File: src/rtl/mips_pkg.sv
// -----------------------------------------------------------------------------
// mips_pkg
// Shared definitions for the 5-stage MIPS core:
//   - opcode / funct constants used by ID-stage decode
//   - state encoding of the pipeline sequencing controller
//   - the register-read decode rule, shared with the forwarding unit so both
//     blocks always agree on which source registers an instruction reads
// -----------------------------------------------------------------------------
package mips_pkg;

  // Primary opcodes (inst[31:26])
  localparam logic [5:0] OP_RTYPE = 6'h00;
  localparam logic [5:0] OP_J     = 6'h02;
  localparam logic [5:0] OP_JAL   = 6'h03;
  localparam logic [5:0] OP_BEQ   = 6'h04;
  localparam logic [5:0] OP_BNE   = 6'h05;
  localparam logic [5:0] OP_ADDI  = 6'h08;
  localparam logic [5:0] OP_SLTI  = 6'h0A;
  localparam logic [5:0] OP_LW    = 6'h23;
  localparam logic [5:0] OP_SW    = 6'h2B;

  // R-type funct codes (inst[5:0])
  localparam logic [5:0] FN_SLL = 6'h00;
  localparam logic [5:0] FN_SRL = 6'h02;
  localparam logic [5:0] FN_JR  = 6'h08;

  // Sequencing controller states
  typedef enum logic [1:0] {
    ST_RUN     = 2'd0,  // normal flow, hazards evaluated every cycle
    ST_BUBBLE  = 2'd1,  // second bubble of a two-bubble load-use stall
    ST_MEMWAIT = 2'd2   // data memory has not completed the MEM access
  } hz_state_e;

  // Source registers read in ID. A register that is not read is reported
  // as $0, which can never match a hazard, so callers need no extra flags.
  typedef struct packed {
    logic [4:0] read_a;  // rs slot
    logic [4:0] read_b;  // rt slot
  } reg_reads_t;

  function automatic reg_reads_t decode_reg_reads(
    input logic [5:0] opcode,
    input logic [4:0] rs,
    input logic [4:0] rt,
    input logic [5:0] funct
  );
    reg_reads_t rr;
    logic       is_r;
    logic       reads_rs;
    logic       reads_rt;
    is_r     = (opcode == OP_RTYPE);
    // Shifts take their operand from rt and the amount from shamt; J/JAL
    // carry a target in the rs bits.
    reads_rs = !((is_r && (funct == FN_SLL || funct == FN_SRL)) ||
                 opcode == OP_J || opcode == OP_JAL);
    // JR is R-type but only reads rs; SW reads rt as store data.
    reads_rt = (is_r && funct != FN_JR) ||
               opcode == OP_SW || opcode == OP_BEQ || opcode == OP_BNE;
    rr.read_a = reads_rs ? rs : 5'd0;
    rr.read_b = reads_rt ? rt : 5'd0;
    return rr;
  endfunction

  // Instructions whose operands are consumed in ID (compare / jump target)
  // and therefore need one more bubble behind a load than ALU consumers.
  function automatic logic is_branch_or_jr(
    input logic [5:0] opcode,
    input logic [5:0] funct
  );
    return (opcode == OP_BEQ) || (opcode == OP_BNE) ||
           (opcode == OP_RTYPE && funct == FN_JR);
  endfunction

endpackage

File: src/rtl/id_read_decode.sv
// -----------------------------------------------------------------------------
// id_read_decode
// Extracts the source registers actually read by the instruction in ID and
// flags branch/JR instructions (operands needed in ID).
// Ports:
//   ID_inst       in  32  instruction currently in ID
//   read_a        out 5   rs if read, else $0
//   read_b        out 5   rt if read, else $0
//   branch_or_jr  out 1   instruction is BEQ, BNE or JR
// -----------------------------------------------------------------------------
module id_read_decode
  import mips_pkg::*;
(
  input  logic [31:0] ID_inst,
  output logic [4:0]  read_a,
  output logic [4:0]  read_b,
  output logic        branch_or_jr
);

  logic [5:0] opcode;
  logic [4:0] rs;
  logic [4:0] rt;
  logic [5:0] funct;
  reg_reads_t rr;
  logic       unused_imm;

  assign opcode = ID_inst[31:26];
  assign rs     = ID_inst[25:21];
  assign rt     = ID_inst[20:16];
  assign funct  = ID_inst[5:0];

  // rd/shamt/immediate bits play no part in hazard detection.
  assign unused_imm = ^ID_inst[15:6];

  assign rr           = decode_reg_reads(opcode, rs, rt, funct);
  assign read_a       = rr.read_a;
  assign read_b       = rr.read_b;
  assign branch_or_jr = is_branch_or_jr(opcode, funct);

endmodule

File: src/rtl/hazard_stall_ctrl.sv
// -----------------------------------------------------------------------------
// hazard_stall_ctrl
// Pipeline sequencing controller: every cycle decides which pipeline
// registers advance, hold or take a bubble, for load-use hazards not covered
// by ID forwarding, taken branches/jumps resolved in ID, and variable-latency
// data-memory accesses in MEM. Priority: memory wait > load-use > flush.
//
// Parameters:
//   MEM_TIMEOUT  cycles a data-memory access may wait before mem_err is set
//   CNT_W        width of the stall performance counter
// Ports:
//   clk, rst            clock, synchronous active-high reset
//   ID_inst             instruction in ID
//   EXE_memread/_wraddr/_wr_en   load / destination info of EXE instruction
//   MEM_memread/_wraddr          load / destination info of MEM instruction
//   MEM_dmem_req        MEM instruction accesses data memory
//   dmem_ready          data memory completes the access this cycle
//   ID_branch_taken     BEQ/BNE in ID resolved taken
//   ID_jump             J/JAL/JR in ID
//   pc_en, IF_ID_en, IF_ID_flush, ID_EXE_flush, EXE_MEM_en, MEM_WB_flush
//                       combinational pipeline-register controls
//   stall_cycles        saturating count of cycles with pc_en low
//   mem_err             sticky memory-timeout flag
// -----------------------------------------------------------------------------
module hazard_stall_ctrl
  import mips_pkg::*;
#(
  parameter int MEM_TIMEOUT = 64,
  parameter int CNT_W       = 16
) (
  input  logic             clk,
  input  logic             rst,
  input  logic [31:0]      ID_inst,
  input  logic             EXE_memread,
  input  logic [4:0]       EXE_wraddr,
  input  logic             EXE_wr_en,
  input  logic             MEM_memread,
  input  logic [4:0]       MEM_wraddr,
  input  logic             MEM_dmem_req,
  input  logic             dmem_ready,
  input  logic             ID_branch_taken,
  input  logic             ID_jump,
  output logic             pc_en,
  output logic             IF_ID_en,
  output logic             IF_ID_flush,
  output logic             ID_EXE_flush,
  output logic             EXE_MEM_en,
  output logic             MEM_WB_flush,
  output logic [CNT_W-1:0] stall_cycles,
  output logic             mem_err
);

  localparam int WAIT_W = $clog2(MEM_TIMEOUT + 1);
  // The wait counter includes the cycle that first sees the access
  // not ready, so the MEM_TIMEOUT-th waiting cycle is the one where the
  // registered count equals MEM_TIMEOUT-1.
  localparam logic [WAIT_W-1:0] WAIT_LAST = WAIT_W'(MEM_TIMEOUT - 1);

  // ---------------------------------------------------------------------------
  // ID decode and hazard detection
  // ---------------------------------------------------------------------------
  logic [4:0] read_a;
  logic [4:0] read_b;
  logic       branch_or_jr;

  id_read_decode u_id_read_decode (
    .ID_inst      (ID_inst),
    .read_a       (read_a),
    .read_b       (read_b),
    .branch_or_jr (branch_or_jr)
  );

  logic       haz_a;          // load in EXE feeds ID
  logic       haz_b;          // load in MEM feeds an ID-stage comparator
  logic [1:0] bubbles;
  logic       mem_not_ready;

  // Unread sources decode to $0 and a $0 destination is excluded, so an
  // unused register field can never raise a hazard.
  assign haz_a = EXE_memread && EXE_wr_en && (EXE_wraddr != 5'd0) &&
                 ((EXE_wraddr == read_a) || (EXE_wraddr == read_b));

  // An ALU consumer gets MEM-stage load data through forwarding; only
  // branches and JR, which need the value in ID, must wait for it.
  assign haz_b = MEM_memread && branch_or_jr && (MEM_wraddr != 5'd0) &&
                 ((MEM_wraddr == read_a) || (MEM_wraddr == read_b));

  always_comb begin
    if (haz_a)      bubbles = branch_or_jr ? 2'd2 : 2'd1;
    else if (haz_b) bubbles = 2'd1;
    else            bubbles = 2'd0;
  end

  assign mem_not_ready = MEM_dmem_req && !dmem_ready;

  // ---------------------------------------------------------------------------
  // Next state and pipeline controls
  // ---------------------------------------------------------------------------
  hz_state_e         state_q, state_d;
  logic [1:0]        bub_q, bub_d;     // bubbles still owed after this one
  logic [WAIT_W-1:0] wait_q, wait_d;
  logic              err_set;
  logic              do_wait;          // hold everything up to MEM
  logic              do_bubble;        // owed bubble of a load-use stall
  logic              do_run;           // evaluate hazards / flushes

  always_comb begin
    // NOTE: every signal assigned here gets a default first; a path that
    // leaves one unassigned would infer a latch.
    pc_en        = 1'b1;
    IF_ID_en     = 1'b1;
    IF_ID_flush  = 1'b0;
    ID_EXE_flush = 1'b0;
    EXE_MEM_en   = 1'b1;
    MEM_WB_flush = 1'b0;
    state_d      = state_q;
    bub_d        = bub_q;
    wait_d       = wait_q;
    err_set      = 1'b0;
    do_wait      = 1'b0;
    do_bubble    = 1'b0;
    do_run       = 1'b0;

    case (state_q)
      ST_RUN: begin
        if (mem_not_ready) begin
          do_wait = 1'b1;
          wait_d  = WAIT_W'(1);
        end else begin
          do_run = 1'b1;
        end
      end

      ST_BUBBLE: begin
        // bub_q is left untouched so the owed bubble resumes after the wait.
        if (mem_not_ready) begin
          do_wait = 1'b1;
          wait_d  = WAIT_W'(1);
        end else begin
          do_bubble = 1'b1;
        end
      end

      ST_MEMWAIT: begin
        if (mem_not_ready && (wait_q != WAIT_LAST)) begin
          do_wait = 1'b1;
          wait_d  = wait_q + WAIT_W'(1);
        end else begin
          // Access completed, or timed out: the pipeline moves on. A timed
          // out access is discarded by bubbling MEM/WB for this cycle.
          wait_d = '0;
          if (mem_not_ready) begin
            err_set      = 1'b1;
            MEM_WB_flush = 1'b1;
          end
          if (bub_q != 2'd0) do_bubble = 1'b1;
          else               do_run    = 1'b1;
        end
      end

      default: state_d = ST_RUN;
    endcase

    if (do_wait) begin
      // ID/EXE simply holds (no flush); MEM/WB gets bubbles until data arrives.
      pc_en        = 1'b0;
      IF_ID_en     = 1'b0;
      EXE_MEM_en   = 1'b0;
      MEM_WB_flush = 1'b1;
      state_d      = ST_MEMWAIT;
    end

    if (do_bubble) begin
      pc_en        = 1'b0;
      IF_ID_en     = 1'b0;
      ID_EXE_flush = 1'b1;
      bub_d        = (bub_q != 2'd0) ? bub_q - 2'd1 : 2'd0;
      state_d      = (bub_q > 2'd1) ? ST_BUBBLE : ST_RUN;
    end

    if (do_run) begin
      if (bubbles != 2'd0) begin
        // The branch outcome is not valid while ID stalls, so no flush here.
        pc_en        = 1'b0;
        IF_ID_en     = 1'b0;
        ID_EXE_flush = 1'b1;
        bub_d        = bubbles - 2'd1;
        state_d      = (bubbles == 2'd2) ? ST_BUBBLE : ST_RUN;
      end else begin
        IF_ID_flush = ID_branch_taken || ID_jump;
        state_d     = ST_RUN;
      end
    end

    // Reset drives every pipeline register to hold or bubble.
    if (rst) begin
      pc_en        = 1'b0;
      IF_ID_en     = 1'b0;
      EXE_MEM_en   = 1'b0;
      IF_ID_flush  = 1'b1;
      ID_EXE_flush = 1'b1;
      MEM_WB_flush = 1'b1;
    end
  end

  // ---------------------------------------------------------------------------
  // State, counters and error flag
  // ---------------------------------------------------------------------------
  always_ff @(posedge clk) begin
    // NOTE: sequential state uses non-blocking assignments so every register
    // samples values from before this edge, independent of statement order.
    if (rst) begin
      state_q      <= ST_RUN;
      bub_q        <= 2'd0;
      wait_q       <= '0;
      stall_cycles <= '0;
      mem_err      <= 1'b0;
    end else begin
      state_q <= state_d;
      bub_q   <= bub_d;
      wait_q  <= wait_d;
      if (err_set) mem_err <= 1'b1;
      if (!pc_en && !(&stall_cycles)) stall_cycles <= stall_cycles + CNT_W'(1);
    end
  end

endmodule

File: config.mk
export PLATFORM = sky130hd
export DESIGN_NAME = hazard_stall_ctrl
export DESIGN_NICKNAME = d
export VERILOG_FILES = /design/src/rtl/mips_pkg.sv /design/src/rtl/id_read_decode.sv /design/src/rtl/hazard_stall_ctrl.sv
export SDC_FILE = /design/constraint.sdc
export NUM_CORES = 1
export LEC_CHECK = 0
export CAP_MARGIN = 40
export CORE_UTILIZATION = 25
export CTS_CLUSTER_SIZE = 40
export DETAILED_ROUTE_END_ITERATION = 10
export PLACE_DENSITY = 0.61
export SETUP_SLACK_MARGIN = 0.05
export SYNTH_ARGS = -nofsm -noshare
export SYNTH_HDL_FRONTEND = slang
export SYNTH_SLANG_ARGS = --single-unit
File: constraint.sdc
create_clock -name clk -period 3.82 [get_ports clk]
set_clock_uncertainty 0.2 [all_clocks]
set_input_delay 0.764 -clock clk [delete_from_list [all_inputs] [get_ports clk]]
set_output_delay 0.764 -clock clk [all_outputs]
set_load 0.01 [all_outputs]
==> results of run 1 <==
-- cell type report --
class                      instances  area (um^2)
inverter                          11         41.3
fill                             812         4820
sequential                        28          561
multi-input combinational        221         1740
timing repair buffer             112         1030
clock buffer                       4         55.1
tap                              105          131
-- metal layers --
metal,vias up,global-route usage (%)
met5,-,0
met3,6,1.34
li1,1222,-
met2,44,23.5
met4,0,2.74
met1,1106,16.0
-- cell families after synthesis --
group	share of synthesized area, %
AO/OA/AOI/OAI	24.6
multiplexers	3.00
adder cells (fa/ha/maj)	3.40
XOR/XNOR	7.87
buffers and inverters	3.96
flip-flops	25.4
AND/OR/NAND/NOR	31.9
-- worst reg2reg max path, stage by stage (launching register included) --
cell and delay [ns]:
dfxtp_1 0.35, ha_1 0.21, and3_1 0.22, nand4b_1 0.15, nand2_1 0.09, a21oi_1 0.33, a21oi_1 0.20, and2_1 0.21
buf_4 0.19, a2111oi_4 0.35, buf_4 0.19, a21oi_1 0.06, o21a_1 0.19
-- power by group --
group          switching (mW)  internal [mW]
sequential            0.00829          0.298
clock                  0.0953         0.0923
combinational          0.0988          0.122
total                   0.202          0.512
-- final timing paths --
kind | endpoint | slack [ns] | depth (start not counted)
setup / recovery | ID_EXE_flush | -0.25 | 12
hold / removal | wait_q[6] | 0.26 | 1
setup reg to reg | stall_cycles[12] | 0.79 | 12
hold reg to reg | wait_q[6] | 0.26 | 1
-- placed cells by master, fill, tap and decap left out, drive strengths merged, types with 3 or more instances in the layout --
| cell type | n |
|---|---|
| buf | 55 |
| dfxtp | 28 |
| o21ai | 13 |
| a21oi | 11 |
| or3 | 5 |
| dlymetal6s2s | 5 |
| mux2 | 5 |
| clkdlybuf4s50 | 47 |
| or4 | 3 |
| and3 | 9 |
| a31oi | 10 |
| o41ai | 3 |
| nor2b | 8 |
| nand2b | 3 |
| nand4 | 8 |
| xnor2 | 15 |
| and2 | 4 |
| nor2 | 30 |
| ha | 6 |
| clkbuf | 7 |
| inv | 11 |
| or2 | 3 |
| nand2 | 18 |
| nor3 | 5 |
| o31ai | 3 |
| a211oi | 6 |
| xor2 | 4 |
| nand3 | 15 |
-- sequential cells by signal (all words and copies together) (netlist names) --
register      count
bub_q             2
stall_cycles     16
mem_err           1
wait_q            7
state_q           2
-- repair_timing --
action	in CTS	in global routing
resized for setup	40	47
hold endpoints to repair	0	0
setup endpoints to repair	20	20
pin swaps	20	28
setup buffers	19	9
-- metrics by stage --
step / util, % / instances / setup TNS [ns] / hold WS (ns) / setup slack (ns)
after floorplan: - / 270 / -0.0469 / 0.240 / -0.0469
after global placement: 38.2 / 462 / -9.14 / 0.250 / -0.955
after detailed placement: 38.2 / 462 / -10.55 / 0.254 / -1.02
after CTS: 40.0 / 473 / -2.23 / 0.266 / -0.494
after global routing: 42.5 / 481 / -2.21 / 0.286 / -0.351
final: 42.5 / 481 / -0.956 / 0.264 / -0.253
==> impl_metrics.env, run 1 <==
export IMPL_run_status="finished with violations"
export IMPL_failed_checks="setup timing"
export IMPL_min_period_ns=4.07
export IMPL_nets=434
export IMPL_p_per_area_mw_per_mm2=201
export IMPL_routed_via_count=2378
export IMPL_synth_ff_type="dfxtp_1"
export IMPL_design_area_mm2=0.00356
export IMPL_io_pins=74
export IMPL_period_share_pct=107
export IMPL_fp_coreArea_mm2=0.00838
export IMPL_die_h_um=96.0
export IMPL_worst_setup_path_start_kind="input port"
export IMPL_synth_area_top_cells="dfxtp_1 25%, xnor2_1 5.5%, nor2_1 5.1%, ha_1 3.4%, nand3_1 3.4%"
export IMPL_syn_to_final_growth_pct=61.0
export IMPL_r2r_start="wait_q[0]"
export IMPL_dieArea_mm2=0.00922
export IMPL_route_detailed_wl_per_inst_um=12.6
export IMPL_min_path_type="reg -> reg"
export IMPL_grt_max_degree=28
export IMPL_fp_dieW_um=96.0
export IMPL_totalWireLength_um=6080
export IMPL_min_from="wait_q[6]"
export IMPL_drt_pass1_iter_count=4
export IMPL_drtIter0Drc=65
export IMPL_rsz0062_at_grt="yes"
export IMPL_synth_edf_count=0
export IMPL_hold_buffers=0
export IMPL_syn_instance_count=270
export IMPL_cp_slowest_stage_delay_ns=0.56
export IMPL_clk_path_buf_depth=2
export IMPL_grt_pass1_wl_um=9560
export IMPL_postRouteAntennaNets=0
export IMPL_synth_top_cell_area_share_pct=25.4
export IMPL_critical_path_class="in -> out"
export IMPL_hold_viol_final=0
export IMPL_syn_area_mm2=0.00221
export IMPL_vias_per_cell=4.94
export IMPL_crit_fanout=5
export IMPL_synth_common_cells="30 x nor2_1, 28 x dfxtp_1, 18 x nand2_1, 15 x nand3_1, 14 x xnor2_1"
export IMPL_startpoint="ID_inst[30]"
export IMPL_synth_top_area_cell="dfxtp_1"
export IMPL_arrival_ns=3.11
export IMPL_yosys_warnings=0
export IMPL_cts_buffers=3
export IMPL_top_layer="met4"
export IMPL_yosys_cell_count_top_type="nor2_1"
export IMPL_setup_violations=4
export IMPL_wl_met2_um=3100
export IMPL_htreeDepth=1
export IMPL_maxSlewViolCount=0
export IMPL_met1_length_um=2730
export IMPL_drive_above_1_share_pct=27.9
export IMPL_seq_area_frac_synth_pct=25.4
export IMPL_gp_congestion=0.841
export IMPL_cellLeakagePower_nw=1.40
export IMPL_crit_required_ns=2.86
export IMPL_portBuffers=63
export IMPL_max_cap_violations=0
export IMPL_vdd_ir_drop_max_mv=0.131
export IMPL_cts_root_buf="clkbuf_8"
export IMPL_async_reset_ff_share_pct=0
export IMPL_cp_cell_sequence="buf_8 > or4_4 > a2111oi_4 > or2_4 > buf_6 > nand2_4 > xnor2_4 > o41ai_4 > o21ai_4 > and2_4 > nand2_4 > buf_6"
export IMPL_syn_num_nets=327
export IMPL_clock_fmax_mhz=246
export IMPL_ys_seq_elements=28
export IMPL_initial_core_util_pct=26.4
export IMPL_first_global_vias=2132
export IMPL_drc=0
export IMPL_diodes=0
export IMPL_rows=33
export IMPL_worst_slew_pin_transition_ns=0.751
export IMPL_wl_met3_um=201
export IMPL_track_usage_pct=12.8
export IMPL_cp_top_family="simple AND/OR/NAND/NOR gates"
export IMPL_cts_tree="yes"
export IMPL_place_area_mm2=0.00320
export IMPL_critPathBufInv=3
export IMPL_setup_ws_ns=-0.253
export IMPL_crit_path_end_kind="output port"
export IMPL_cpMaxStageDelayCell="or4_4"
export IMPL_power_mw=0.714
export IMPL_cts_sinks=28
export IMPL_ys_types=65
export IMPL_grt_overflow_total=0
export IMPL_antenna_found_initial=0
export IMPL_clk_latency_ns=0.28
export IMPL_dp_hpwl_um=4650
export IMPL_slew_headroom_pct=49.5
export IMPL_syn_area_per_cell_um2=8.19
export IMPL_clk_pin_slew_worst_paths_ns=0.10
Note: power is estimated with default switching activity, not from simulation.
==> run 2, diff against run 1 <==
==> constraint.sdc (replaced) <==
create_clock -name clk -period 3.82 [get_ports clk]
set_clock_uncertainty 0.2 [all_clocks]
set_input_delay 0.764 -clock clk [delete_from_list [all_inputs] [get_ports clk]]
set_output_delay 0.764 -clock clk [all_outputs]
set_load 0.05 [all_outputs]
==> impl_metrics.env, run 2 (synthesized netlist as in run 1, its figures left out) <==
export IMPL_run_status="finished with violations"
export IMPL_failed_checks="setup timing"
export IMPL_cts_tree="yes"
export IMPL_track_usage_pct=13.4
export IMPL_worst_slew_pin_transition_ns=0.740
export IMPL_seqPwrFrac_pct=41.5
export IMPL_crit_path_end_kind="output port"
export IMPL_initial_core_util_pct=26.4
export IMPL_met3_usage_pct=1.90
export IMPL_first_global_vias=2282
export IMPL_met1_usage_pct=16.2
export IMPL_utilization_pct=40.7
export IMPL_nets=418
export IMPL_crit_required_ns=2.86
export IMPL_clk_pin_slew_worst_paths_ns=0.10
export IMPL_arrival_ns=3.08
export IMPL_top_regs="stall_cycles x16, wait_q x7"
export IMPL_grt_max_degree=31
export IMPL_cellLeakagePower_nw=1.28
export IMPL_dieArea_mm2=0.00922
export IMPL_vias_per_cell=4.98
export IMPL_worst_setup_path_start_kind="input port"
export IMPL_routed_via_count=2315
export IMPL_p_switching_mw=0.226
export IMPL_crit_fanout=7
export IMPL_min_path_type="reg -> reg"
export IMPL_busiest_layer="met2"
export IMPL_power_frac_clock_pct=25.3
export IMPL_p_per_area_mw_per_mm2=216
export IMPL_top_register="stall_cycles"
export IMPL_grt_overflow_total=0
export IMPL_swShare_pct=30.8
export IMPL_drtIter0Drc=68
export IMPL_slew_headroom_pct=50.6
export IMPL_hold_buffers=0
export IMPL_vdd_ir_drop_max_mv=0.128
export IMPL_min_period_ns=4.04
export IMPL_die_h_um=96.0
export IMPL_clk_path_buf_depth=2
export IMPL_route_detailed_wl_per_inst_um=12.5
export IMPL_drive_above_1_share_pct=23.9
export IMPL_io_pins=74
export IMPL_p_int_mw=0.509
export IMPL_cts_root_buf="clkbuf_8"
export IMPL_max_cap_violations=0
export IMPL_setup_ws_ns=-0.222
export IMPL_postRouteAntennaNets=0
export IMPL_htreeDepth=1
export IMPL_combPwrFrac_pct=33.2
export IMPL_syn_to_final_growth_pct=54.2
export IMPL_drt_pass1_iter_count=4
export IMPL_totalWireLength_um=5830
export IMPL_antenna_found_initial=0
export IMPL_maxSlewViolCount=0
export IMPL_whs_ns=0.263
export IMPL_cts_sinks=28
export IMPL_fp_dieW_um=96.0
export IMPL_period_share_pct=106
export IMPL_rsz0062_at_grt="yes"
export IMPL_final_common_cell="clkdlybuf4s50_1"
export IMPL_largest_register_ffs=16
export IMPL_hold_viol_final=0
export IMPL_cts_buffers=3
export IMPL_portBuffers=63
export IMPL_rows=33
export IMPL_grt_pass1_wl_um=10000
export IMPL_setup_violations=4
export IMPL_gp_congestion=0.862
export IMPL_fp_coreArea_mm2=0.00838
export IMPL_use_met2_pct=24.8
export IMPL_critical_path_class="in -> out"
export IMPL_diodes=0
export IMPL_final_setup_tns_ns=-0.732
export IMPL_drc=0
export IMPL_clk_latency_ns=0.27
export IMPL_most_common_layout_cells="45 x clkdlybuf4s50_1, 30 x nor2_1, 29 x buf_4"
export IMPL_dp_hpwl_um=4690
export IMPL_clock_fmax_mhz=247
-- run 2: cell type report --
type	instances	area [um^2]
fill	842	4970
clock buffer	4	55.1
inverter	11	41.3
tap	105	131
sequential	28	561
timing repair buffer	96	913
multi-input combinational	221	1710
-- run 2: final timing paths --
| kind | endpoint | start | slack (ns) | cells past startpoint |
|---|---|---|---|---|
| setup reg to reg | stall_cycles[10] | wait_q[0] | 0.62 | 13 |
| setup / recovery | ID_EXE_flush | ID_inst[29] | -0.22 | 13 |
| hold / removal | wait_q[6] | wait_q[6] | 0.26 | 1 |
| hold reg to reg | wait_q[6] | wait_q[6] | 0.26 | 1 |
-- run 2: what timing repair did --
| item | in CTS | in global routing |
|---|---|---|
| setup endpoints to repair | 20 | 12 |
| pin swaps | 12 | 7 |
| setup buffers | 5 | 1 |
| gates resized for setup | 52 | 14 |
-- run 2: power groups by stage --
stage	Sequential [mW]	Combinational, mW	Clock (mW)
floorplan	0.323	0.111	0
finish	0.305	0.244	0.186
global placement	0.312	0.227	0
CTS	0.305	0.239	0.194
detailed placement	0.312	0.231	0
global route	0.307	0.264	0.205
-- run 2: worst max-delay path, cell delays in order --
cell	delay (ns)
buf_6	0.09
or4_4	0.56
buf_4	0.16
nand4bb_4	0.24
buf_6	0.18
o211ai_1	0.09
a32oi_1	0.09
o31ai_2	0.26
buf_4	0.18
o21ai_4	0.07
and2_4	0.18
nand2_4	0.08
buf_12	0.13
-- run 2: metrics by stage --
| step | instances | instance area [um^2] | setup WS [ns] | power [mW] |
|---|---|---|---|---|
| 2_1_floorplan | 270 | 2240 | -0.206 | 0.434 |
| 3_3_place_gp | 456 | 3180 | -0.654 | 0.539 |
| 3_5_place_dp | 456 | 3180 | -0.732 | 0.543 |
| 4_1_cts | 465 | 3350 | -0.335 | 0.738 |
| 5_1_grt | 465 | 3410 | -0.319 | 0.776 |
| 6_report | 465 | 3410 | -0.222 | 0.735 |
-- run 2: metal layers --
metal	part of all wire (%)	vias up
met5	0	-
li1	-	1184
met3	4.2	8
met1	45	1071
met4	1.0	0
met2	50	52
==> run 3, diff against run 2 <==
--- a/config.mk
+++ b/config.mk
@@ -5,6 +5,7 @@
 export SDC_FILE = /design/constraint.sdc
 export NUM_CORES = 1
 export LEC_CHECK = 0
+export ABC_AREA = 1
 export CAP_MARGIN = 40
 export CORE_UTILIZATION = 25
 export CTS_CLUSTER_SIZE = 40
==> impl_metrics.env, run 3 <==
export IMPL_period_share_pct=94.6
export IMPL_synth_ff_type="dfxtp_1"
export IMPL_grt_max_degree=19
export IMPL_p_switching_mw=0.205
export IMPL_io_pins=74
export IMPL_initial_core_util_pct=26.4
export IMPL_place_area_mm2=0.00301
export IMPL_crit_required_ns=2.86
export IMPL_ys_seq_elements=28
export IMPL_nets=489
export IMPL_seqPwrFrac_pct=45.8
export IMPL_cts_buffers=3
export IMPL_vdd_ir_drop_max_mv=0.149
export IMPL_vias_per_cell=4.72
export IMPL_drc=0
export IMPL_yosys_cell_count_top_type="nand2_1"
export IMPL_critical_path_class="in -> out"
export IMPL_worst_setup_path_start_kind="input port"
export IMPL_route_detailed_wl_per_inst_um=11.6
export IMPL_p_int_mw=0.450
export IMPL_synth_top_area_cell="dfxtp_1"
export IMPL_p_per_area_mw_per_mm2=206
export IMPL_crit_fanout=5
export IMPL_power_mw=0.655
export IMPL_cellLeakagePower_nw=1.35
export IMPL_final_common_cell="nand2_1"
export IMPL_synth_area_top_cells="dfxtp_1 25%, nand2_1 15%, nand3_1 12%, inv_1 7.8%, nor2_1 6.8%"
export IMPL_slew_headroom_pct=66.9
export IMPL_drtIter0Drc=133
export IMPL_path_common_cell="nand2_1"
export IMPL_fp_dieW_um=96.0
export IMPL_fp_coreArea_mm2=0.00838
export IMPL_dieArea_mm2=0.00922
export IMPL_arrival_ns=2.65
export IMPL_power_frac_clock_pct=25.0
export IMPL_top_layer="met4"
export IMPL_syn_instance_count=357
export IMPL_clock_fmax_mhz=277
export IMPL_top_regs="stall_cycles x16, wait_q x7"
export IMPL_ys_types=37
export IMPL_die_h_um=96.0
export IMPL_hold_buffers=0
export IMPL_cpMaxStageDelayCell="clkdlybuf4s15_1"
export IMPL_synth_common_cells="90 x nand2_1, 51 x nand3_1, 46 x inv_1, 40 x nor2_1, 28 x dfxtp_1"
export IMPL_clk_pin_slew_worst_paths_ns=0.09
export IMPL_swShare_pct=31.2
export IMPL_grt_pass1_wl_um=10200
export IMPL_dp_hpwl_um=4800
export IMPL_synth_top_cell_area_share_pct=25.4
export IMPL_setup_violations=0
export IMPL_hold_viol_final=0
export IMPL_postRouteAntennaNets=0
export IMPL_seq_area_frac_synth_pct=25.4
export IMPL_crit_path_end_kind="output port"
export IMPL_yosys_warnings=0
export IMPL_cp_slowest_stage_delay_ns=0.21
export IMPL_worst_slew_pin_transition_ns=0.495
export IMPL_most_common_layout_cells="84 x nand2_1, 49 x nand3_1, 45 x inv_1, 45 x clkdlybuf4s50_1, 30 x nor2_1"
export IMPL_portBuffers=63
export IMPL_syn_area_mm2=0.00221
export IMPL_synth_edf_count=0
export IMPL_async_reset_ff_share_pct=0
export IMPL_htreeDepth=1
export IMPL_cp_cell_sequence="clkdlybuf4s15_1 > nor2_4 > inv_2 > nor2_4 > nand2_4 > nand2_4 > nand2_2 > nand2_1 > nand2_1 > nor2_2 > nand3_1 > nand2_1 > nand2_1 > nand2_2 > nand2_4 > nand3_4 > clkinvlp_4 > buf_12"
export IMPL_min_period_ns=3.61
export IMPL_met1_length_um=2850
export IMPL_min_path_type="reg -> reg"
export IMPL_clk_path_buf_depth=2
export IMPL_track_usage_pct=13.7
export IMPL_design_area_mm2=0.00317
export IMPL_gp_congestion=0.853
export IMPL_cts_root_buf="clkbuf_8"
export IMPL_combPwrFrac_pct=29.2
export IMPL_max_cap_violations=0
export IMPL_first_global_vias=2294
export IMPL_syn_to_final_growth_pct=43.6
export IMPL_routed_via_count=2527
export IMPL_wl_met2_um=3040
export IMPL_totalWireLength_um=6190
export IMPL_drt_pass1_iter_count=4
export IMPL_grt_overflow_total=0
export IMPL_cts_sinks=28
export IMPL_antenna_found_initial=0
export IMPL_drive_above_1_share_pct=14.7
export IMPL_maxSlewViolCount=0
export IMPL_syn_num_nets=414
export IMPL_largest_register_ffs=16
export IMPL_wl_met3_um=255
export IMPL_syn_area_per_cell_um2=6.19
export IMPL_cts_tree="yes"
export IMPL_clk_latency_ns=0.27
export IMPL_run_status="completed"
export IMPL_rsz0062_at_grt="no"
export IMPL_top_register="stall_cycles"
export IMPL_rows=33
export IMPL_diodes=0
[run 3: cell count changes after synthesis, moves of 10 or more]
| cell | change |
|---|---|
| nand3_1 | +36 |
| nor2_1 | +10 |
| nand2_1 | +72 |
| inv_1 | +35 |
| xor2_1 | +11 |
| xnor2_1 | -10 |
[run 3: worst paths after layout]
check / startpoint / to / slack, ns / depth (start not counted)
min: mem_err / mem_err / 0.25 / 2
max: ID_inst[30] / pc_en / 0.21 / 18
max reg2reg: wait_q[0] / stall_cycles[1] / 1.12 / 16
min reg2reg: mem_err / mem_err / 0.25 / 2
[run 3: per-stage QoR]
stage                     worst slack, ns  TNS, ns  hold slack, ns  cells  utilization, %
after CTS                          0.0550        0           0.261    532            37.4
after detailed placement           -0.126   -0.268           0.246    523            35.9
after floorplan                     0.121        0           0.244    357               -
after global placement            -0.0727   -0.166           0.242    523            35.9
final                               0.207        0           0.254    535            37.9
after global routing               0.0325        0           0.281    535            37.9
[run 3: cells by family (layout without fill, tap and decap cells)]
group | after synthesis | after routing | synth area share, %
adders and majority gates | 6 | 6 | 3.40
and+or+nand+nor | 209 | 211 | 42.4
DFF | 28 | 28 | 25.4
buffers and inverters | 56 | 127 | 10.6
AOI/OAI and AO/OA | 39 | 39 | 10.8
xor gates and xnor gates | 19 | 19 | 7.53
[run 3: critical path, delay by kind of cell]
family / cells / cell delay (ns)
and+or+nand+nor: 14 / 1.27
buffers and inverters: 4 / 0.60
[run 3: metal layers]
metal / global-route usage (%) / vias up
met2: 24.4 / 60
met5: 0 / -
li1: - / 1309
met1: 18.0 / 1150
met3: 1.50 / 8
met4: 2.24 / 0
[run 3: timing repair]
item | 4_1_cts | 5_1_grt
gates cloned | 2 | 0
buffers inserted | 4 | 3
endpoints found under the setup margin | 4 | 4
resized for setup | 23 | 25
pin swaps | 15 | 20
[run 3: layout make-up]
| type | count | area (um^2) |
|---|---|---|
| flip-flops and latches | 28 | 561 |
| well taps | 105 | 131 |
| clock buffers | 3 | 41.3 |
| multi-input cells | 275 | 1500 |
| fillers | 916 | 5210 |
| repair buffers | 75 | 748 |
| inverters | 49 | 189 |
[run 3: power by group through the flow]
stage | clock network (mW) | logic, mW | registers (mW)
2_1_floorplan | 0 | 0.0871 | 0.316
3_3_place_gp | 0 | 0.183 | 0.307
3_5_place_dp | 0 | 0.185 | 0.307
4_1_cts | 0.171 | 0.188 | 0.300
5_1_grt | 0.186 | 0.207 | 0.301
6_report | 0.164 | 0.191 | 0.300
